$ cat src/rtl/time_set_ctrl.sv
// Time-setting controller: debounced mode/up/down buttons edit hour/min/sec and commit them to the counter.
// Optional feature macro: TIME_SET_AUTO_REPEAT_EN (hold-to-repeat on up/down while editing).
module time_set_ctrl #(
    parameter int DEBOUNCE_CYCLES = 16,
    parameter int REPEAT_CYCLES   = 64
) (
    input  logic       clock,
    input  logic       reset,
    input  logic       btn_mode,
    input  logic       btn_up,
    input  logic       btn_down,
    input  logic [5:0] cur_sec,
    input  logic [5:0] cur_min,
    input  logic [4:0] cur_hour,
    output logic       load1,
    output logic       load2,
    output logic       load3,
    output logic [5:0] data1,
    output logic [5:0] data2,
    output logic [5:0] data3,
    output logic       enable,
    output logic [1:0] field
);

    typedef enum logic [2:0] {
        S_RUN      = 3'd0,
        S_EDIT_H   = 3'd1,
        S_EDIT_M   = 3'd2,
        S_EDIT_S   = 3'd3,
        S_COMMIT_H = 3'd4,
        S_COMMIT_M = 3'd5,
        S_COMMIT_S = 3'd6
    } state_t;

    localparam logic [15:0] DB_LAST = 16'(DEBOUNCE_CYCLES - 1);

    function automatic logic [5:0] f_wrap_inc(input logic [5:0] val, input logic [5:0] max);
        f_wrap_inc = (val >= max) ? 6'd0 : val + 6'd1;
    endfunction

    function automatic logic [5:0] f_wrap_dec(input logic [5:0] val, input logic [5:0] max);
        f_wrap_dec = (val == 6'd0) ? max : val - 6'd1;
    endfunction

    state_t      r_state;
    logic [4:0]  r_hour;
    logic [5:0]  r_min;
    logic [5:0]  r_sec;

    // Button index 0 = mode, 1 = up, 2 = down.
    logic [2:0]  w_btn_raw;
    logic [2:0]  r_sync1;
    logic [2:0]  r_sync2;
    logic [2:0]  r_db;
    logic [2:0]  r_press;
    logic [15:0] r_db_cnt [3];

    logic        w_in_edit;
    logic [1:0]  w_rpt;
    logic        w_mode_p;
    logic        w_up_p;
    logic        w_dn_p;
    logic        w_step_up;
    logic        w_step_dn;
    logic [5:0]  w_hour_inc;
    logic [5:0]  w_hour_dec;
    logic [5:0]  w_min_inc;
    logic [5:0]  w_min_dec;
    logic [5:0]  w_sec_inc;
    logic [5:0]  w_sec_dec;

    assign w_btn_raw = {btn_down, btn_up, btn_mode};
    assign w_in_edit = (r_state == S_EDIT_H) || (r_state == S_EDIT_M) || (r_state == S_EDIT_S);

    // Synchronize, debounce and edge-detect all three buttons.
    always_ff @(posedge clock) begin
        if (reset) begin
            r_sync1 <= 3'b000;
            r_sync2 <= 3'b000;
            r_db    <= 3'b000;
            r_press <= 3'b000;
            for (int i = 0; i < 3; i++) begin
                r_db_cnt[i] <= 16'd0;
            end
        end else begin
            r_sync1 <= w_btn_raw;
            r_sync2 <= r_sync1;
            for (int i = 0; i < 3; i++) begin
                r_press[i] <= 1'b0;
                if (r_sync2[i] != r_db[i]) begin
                    if (r_db_cnt[i] >= DB_LAST) begin
                        r_db[i]     <= r_sync2[i];
                        r_db_cnt[i] <= 16'd0;
                        r_press[i]  <= r_sync2[i];
                    end else begin
                        r_db_cnt[i] <= r_db_cnt[i] + 16'd1;
                    end
                end else begin
                    r_db_cnt[i] <= 16'd0;
                end
            end
        end
    end

`ifdef TIME_SET_AUTO_REPEAT_EN
    localparam int              RPT_W      = $clog2(4 * REPEAT_CYCLES + 1);
    localparam logic [RPT_W-1:0] RPT_FIRST  = RPT_W'(4 * REPEAT_CYCLES - 1);
    localparam logic [RPT_W-1:0] RPT_RELOAD = RPT_W'(3 * REPEAT_CYCLES);

    logic [RPT_W-1:0] r_rpt_cnt [2];
    logic [1:0]       r_rpt_pulse;

    // Hold timers for up/down: first step after 4 intervals, then one per interval.
    always_ff @(posedge clock) begin
        if (reset) begin
            r_rpt_pulse <= 2'b00;
            for (int i = 0; i < 2; i++) begin
                r_rpt_cnt[i] <= '0;
            end
        end else begin
            for (int i = 0; i < 2; i++) begin
                r_rpt_pulse[i] <= 1'b0;
                if (w_in_edit && r_db[i+1]) begin
                    if (r_rpt_cnt[i] >= RPT_FIRST) begin
                        r_rpt_cnt[i]   <= RPT_RELOAD;
                        r_rpt_pulse[i] <= 1'b1;
                    end else begin
                        r_rpt_cnt[i] <= r_rpt_cnt[i] + 1'b1;
                    end
                end else begin
                    r_rpt_cnt[i] <= '0;
                end
            end
        end
    end

    assign w_rpt = r_rpt_pulse;
`else
    // Repeat disabled: folds to zero for any legal interval.
    assign w_rpt = {2{REPEAT_CYCLES == 0}};
`endif

    assign w_mode_p  = r_press[0];
    assign w_up_p    = r_press[1] | w_rpt[0];
    assign w_dn_p    = r_press[2] | w_rpt[1];
    assign w_step_up = w_up_p & ~w_dn_p;
    assign w_step_dn = w_dn_p & ~w_up_p;

    assign w_hour_inc = f_wrap_inc({1'b0, r_hour}, 6'd23);
    assign w_hour_dec = f_wrap_dec({1'b0, r_hour}, 6'd23);
    assign w_min_inc  = f_wrap_inc(r_min, 6'd59);
    assign w_min_dec  = f_wrap_dec(r_min, 6'd59);
    assign w_sec_inc  = f_wrap_inc(r_sec, 6'd59);
    assign w_sec_dec  = f_wrap_dec(r_sec, 6'd59);

    // Main FSM; outputs are registered alongside each transition so they match the new state.
    always_ff @(posedge clock) begin
        if (reset) begin
            r_state <= S_RUN;
            r_hour  <= 5'd0;
            r_min   <= 6'd0;
            r_sec   <= 6'd0;
            data1   <= 6'd0;
            data2   <= 6'd0;
            data3   <= 6'd0;
            load1   <= 1'b0;
            load2   <= 1'b0;
            load3   <= 1'b0;
            enable  <= 1'b1;
            field   <= 2'd0;
        end else begin
            data1 <= r_sec;
            data2 <= r_min;
            data3 <= {1'b0, r_hour};
            case (r_state)
                S_RUN: begin
                    if (w_mode_p) begin
                        r_hour  <= cur_hour;
                        r_min   <= cur_min;
                        r_sec   <= cur_sec;
                        r_state <= S_EDIT_H;
                        enable  <= 1'b0;
                        field   <= 2'd1;
                    end
                end
                S_EDIT_H: begin
                    if (w_mode_p) begin
                        r_state <= S_EDIT_M;
                        field   <= 2'd2;
                    end else if (w_step_up) begin
                        r_hour <= w_hour_inc[4:0];
                    end else if (w_step_dn) begin
                        r_hour <= w_hour_dec[4:0];
                    end
                end
                S_EDIT_M: begin
                    if (w_mode_p) begin
                        r_state <= S_EDIT_S;
                        field   <= 2'd3;
                    end else if (w_step_up) begin
                        r_min <= w_min_inc;
                    end else if (w_step_dn) begin
                        r_min <= w_min_dec;
                    end
                end
                S_EDIT_S: begin
                    if (w_mode_p) begin
                        r_state <= S_COMMIT_H;
                        field   <= 2'd0;
                        load3   <= 1'b1;
                    end else if (w_step_up) begin
                        r_sec <= w_sec_inc;
                    end else if (w_step_dn) begin
                        r_sec <= w_sec_dec;
                    end
                end
                S_COMMIT_H: begin
                    r_state <= S_COMMIT_M;
                    load3   <= 1'b0;
                    load2   <= 1'b1;
                end
                S_COMMIT_M: begin
                    r_state <= S_COMMIT_S;
                    load2   <= 1'b0;
                    load1   <= 1'b1;
                end
                S_COMMIT_S: begin
                    r_state <= S_RUN;
                    load1   <= 1'b0;
                    enable  <= 1'b1;
                end
                default: begin
                    r_state <= S_RUN;
                    load1   <= 1'b0;
                    load2   <= 1'b0;
                    load3   <= 1'b0;
                    enable  <= 1'b1;
                    field   <= 2'd0;
                end
            endcase
        end
    end

endmodule

$ cat config.mk
export PLATFORM = sky130hd
export DESIGN_NAME = time_set_ctrl
export DESIGN_NICKNAME = d
export VERILOG_FILES = /design/src/rtl/time_set_ctrl.sv
export SDC_FILE = /design/constraint.sdc
export NUM_CORES = 1
export LEC_CHECK = 0
export ABC_AREA = 1
export ABC_CLOCK_PERIOD_IN_PS = 3850
export BUFFER_PORTS_ARGS = -buffer_cell sky130_fd_sc_hd__buf_2
export CELL_PAD_IN_SITES_DETAIL_PLACEMENT = 1
export CELL_PAD_IN_SITES_GLOBAL_PLACEMENT = 1
export CORE_MARGIN = 1
export CORE_UTILIZATION = 48
export CTS_CLUSTER_SIZE = 25
export DETAILED_ROUTE_END_ITERATION = 10
export GPL_ROUTABILITY_DRIVEN = 0
export PLACE_DENSITY = 0.82
export SKIP_CTS_REPAIR_TIMING = 1
export SLEW_MARGIN = 5
export SYNTH_ARGS = -nofsm -noshare
export SYNTH_HDL_FRONTEND = slang
export SYNTH_SLANG_ARGS = --single-unit
$ cat constraint.sdc
create_clock -name clock -period 3.85 [get_ports clock]
set_input_delay 0.5775 -clock clock [delete_from_list [all_inputs] [get_ports clock]]
set_output_delay 0.5775 -clock clock [all_outputs]
set_load 0.1 [all_outputs]
## Word-level counts from Yosys, hierarchy flattened

Memories as Yosys holds them, arrays and structs flattened.
Cells that the tools add are included.
W data, S select, Z words.

- Word-level logic and storage cells: 184
- Latch bits: 0
- Register bits after elaboration: 56
- Memory bits (writable): 48
- ROM bits: 0
- Output and inout port bits: 24
- Bits of input ports: 22
- Memories: 1

Memory list:

| memory | depth | bits a word | read ports | clocked after memory_dff | wr ports | RTL line | source |
|---|---|---|---|---|---|---|---|
| r_db_cnt | 3 | 16 | 3 | 0 | 3 | 56 | `logic [15:0] r_db_cnt [3];` |

- Eq/ne operators: 19
- Bitwise operators: 22
- Reduce and logical (&&, ||, !) cells: 25
- $lt $le $gt $ge: 6
- Multiply operators: 0
- Add/subtract/negate cells: 9
- Divide/modulo/power cells: 0
- Multiplexer cells: 81
- Shift operators: 0

Operators with widths:

| operator | number |
|---|---|
| $mux W16 | 9 |
| $mux W6 | 12 |
| $add A16 B1 Y16 const B | 3 |
| $ge A16 B4 Y1 const B | 3 |
| $mux W1 | 37 |
| $mux W5 | 6 |
| $pmux W6 S2 | 2 |
| $reduce_or A5 Y1 | 4 |
| $pmux W3 S6 | 1 |
| $reduce_and A4 Y1 | 4 |
| $ne A2 B2 Y1 const B | 7 |
| $add A6 B1 Y6 const B | 2 |
| $ge A6 B6 Y1 const B | 2 |
| $logic_not A6 Y1 | 2 |
| $mux W3 | 4 |
| $reduce_or A3 Y1 | 4 |
| $sub A6 B1 Y6 const B | 2 |
| $not A1 Y1 | 11 |
| $pmux W2 S5 | 1 |
| $pmux W5 S2 | 1 |
| $reduce_and A2 Y1 | 5 |
| $eq A3 B3 Y1 const B | 3 |
| $ne A3 B3 Y1 const B | 3 |
| $or A1 B1 Y1 | 9 |
| 13 further kinds | 25 |

## Longest topological paths before layout

An unclocked memory read counts as a cell.

- Word-level depth: 9
- Mapped depth: 10
- Gate-level depth less buffers: 10

## Worst setup path after synthesis

No wires, ideal clock.

- Kind: reg2out
- Start: register load1
- End: output port load1
- Data required time: 3.273 ns
- Arrival time: 0.925 ns
- Setup slack: 2.348 ns
- Cell stages (with the launch flop): 1
- Cell sequence: dfxtp_1

RTL lines:

| element | RTL line | source |
|---|---|---|
| start: declaration | 15 | `output logic load1,` |
| start signal: assignment | 166 | `load1 <= 1'b0;` |
| start signal: assignment | 225 | `load1 <= 1'b1;` |
| start signal: assignment | 229 | `load1 <= 1'b0;` |

No word-level cell between the ends.

==> metrics.yaml <==
crit_required_ns: 3.96
tns_ns: 0
path_max_fanout: 36
synth.distinct_cells: 35
syn_area_sq_um: 4660
clock_sinks: 103
skew_ns: 0.00787
ios: 46
finalCriticalPeriod_ns: 1.99
final_core_util_pct: 58.7
cts_tree: "done"
holdPathStages: 2
yosys_most_used_dff: "dfxtp_1"
reg2reg_setup_slack_ns: 1.92
reg2reg_depth: 7
r2r_start: "r_state[1]"
crit_buf_inv: 3
die_x_um: 101
rows: 35
cp_cell_sequence: "buf_2 > buf_4 > clkinv_1 > nand4_1 > nor2_1"
crit_path_start_kind: "input pin"
syn_inst: 548
yosysTopAreaCell: "edfxtp_1"
outcome: "complete, no violations"
antenna_cells: 0
max_cap_viol_count: 0
synth_top_area_share_pct: 30.9
htreeDepth: 3
post_drt_wl_per_cell_um: 12.7
fmax_mhz: 502
hold_class: "reg2reg"
grt_pass1_wl_um: 17000
dp_hpwl_um: 7620
cp.depth: 5
synth_warnings: 0
holdPathEnd: "r_sync2[1]"
die_area_sq_um: 10100
min-delay-start: "r_sync1[1]"
ant_nets: 0
ys_seq_area_share_pct: 54.5
grt.total_usage_pct: 21.8
drt-initial-drc-count: 90
via_per_inst: 4.70
end_kind: "flip-flop"
fin_nets: 707
path_clk_slew_ns: 0.09
r2r-end: "r_sec[0]"
design.core.area_sq_um: 9330
clk_latency_ns: 0.36
slew_headroom_pct: 62.4
vdd_drop_max_mv: 0.290
worst-setup-path-type: "in2reg"
synthArstFlopShare_pct: 0
first_global_vias: 3866
fp.dieH_um: 101
cellPowerDensity_nw_per_um2: 356
grt_max_degree: 37
first_pass_iters: 4
critPathArrivalTime_ns: 2.11
cts-root-buf: "clkbuf_8"
period_share_pct: 51.8
tightest_slew_ns: 0.560
ys_seq_elements: 103
syn2layout_area_growth_pct: 17.5
syn_avg_cell_area_sq_um: 8.51
portBuffers: 44
critical-path-max-stage-delay_ns: 0.59
cts_buffers: 9
vias: 3793
yosys-top-cells-area: "edfxtp_1 31%, dfxtp_1 24%, nand2_1 10%"
rsz0062_at_grt: "false"
wl_um: 10200
start_util_pct: 50.0
clock_path_buffers: 2
antenna_found_initial: 0
power_leakage_nw: 2.57
path_delay_family: "buffers and inverters"
hold_viol_final: 0
cp_slowest_cell: "clkinv_1"
synth_edf_count: 48
slew_violations: 0
setup_violations: 0
drc_errors: 0
layout-drive-gt1-share_pct: 11.2
grt-ovfl-total: 0
[worst max-delay path by stage]
stage / start / to / slack (ns)
after floorplan: load1 / load1 / 2.35
after global placement: reset / r_db_cnt[0][0] / 1.53
after detailed placement: reset / r_db_cnt[0][3] / 1.51
after CTS: reset / r_db_cnt[0][3] / 1.84
after global routing: r_state[1] / r_sec[0] / 1.70
final: reset / r_db_cnt[0][3] / 1.86
[synth_stat cells (all sizes together) (10+ instances only)]
library cell / number
nand2: 131
nor2: 102
dfxtp: 55
inv: 53
nand3: 49
edfxtp: 48
a21oi: 19
o21ai: 14
buf: 13
xor2: 13
ha: 12
nand4: 10
[stage by stage]
stage | instances | hold slack (ns) | area (sq um) | worst slack [ns] | total power, W
after floorplan | 631 | 0.388 | 4970 | 2.35 | 0.00129
after global placement | 791 | 0.392 | 5290 | 1.53 | 0.00131
after detailed placement | 791 | 0.413 | 5290 | 1.51 | 0.00132
after CTS | 807 | 0.407 | 5480 | 1.84 | 0.00198
after global routing | 807 | 0.414 | 5480 | 1.70 | 0.00203
final | 807 | 0.421 | 5480 | 1.86 | 0.00195
[flip-flops by register name, summed over array words and instances (netlist names), 5 cells and up]
register,cells
r_db_cnt,48
r_min,6
data2,6
data1,6
r_sec,6
data3,5
r_hour,5
[power by group]
part / total (W) / internal, W / switching, W / leakage [nW]
clock network: 0.000656 / 0.000300 / 0.000356 / 0.0964
registers: 0.00120 / 0.00119 / 0.0000155 / 0.921
logic: 0.0000933 / 0.0000281 / 0.0000652 / 1.55
total: 0.00195 / 0.00152 / 0.000437 / 2.57
[worst reg2reg max path, stage by stage (launching register included)]
cell     delay (ns)
dfxtp_1        0.57
inv_1          0.19
nor2_2         0.44
nand2_1        0.21
nand2_4        0.21
nor2_4         0.06
nor2_1         0.13
a21oi_2        0.04
[layer usage]
| metal | track usage (%) | vias to the layer above | part of all wire (%) |
|---|---|---|---|
| li1 | - | 1927 | - |
| met1 | 25.1 | 1796 | 44 |
| met2 | 40.5 | 58 | 51 |
| met3 | 4.23 | 12 | 3.3 |
| met4 | 6.58 | 0 | 1.4 |
| met5 | 0 | - | 0 |
[layout make-up]
type	count	area (sq um)
clock buffers	10	128
repair buffers	45	228
inverters	55	206
fillers	1205	3850
multi-input cells	459	2150
clock inverters	6	61.3
flip-flops and latches	103	2540
well taps	129	161
[cells by family after synthesis]
family / synth area share [%]
other: 0.161
AO/OA/AOI/OAI: 4.86
flip-flops: 54.5
AND/OR/NAND/NOR: 28.2
buffers and inverters: 5.98
adder cells (fa/ha/maj): 3.22
XOR/XNOR: 3.01
[cell usage in the layout, fill, tap and decap left out, drive strengths merged, types with 10 or more instances in the layout]
master | synthesis | layout
xor2 | 13 | 13
clkbuf | 1 | 10
nand3 | 49 | 49
buf | 13 | 45
inv | 53 | 54
ha | 12 | 12
nand4 | 10 | 10
dfxtp | 55 | 55
nand2 | 131 | 131
nor2 | 102 | 102
o21ai | 14 | 14
a21oi | 19 | 19
conb | 2 | 85
edfxtp | 48 | 48
Note: power is estimated with default switching activity, not from simulation.
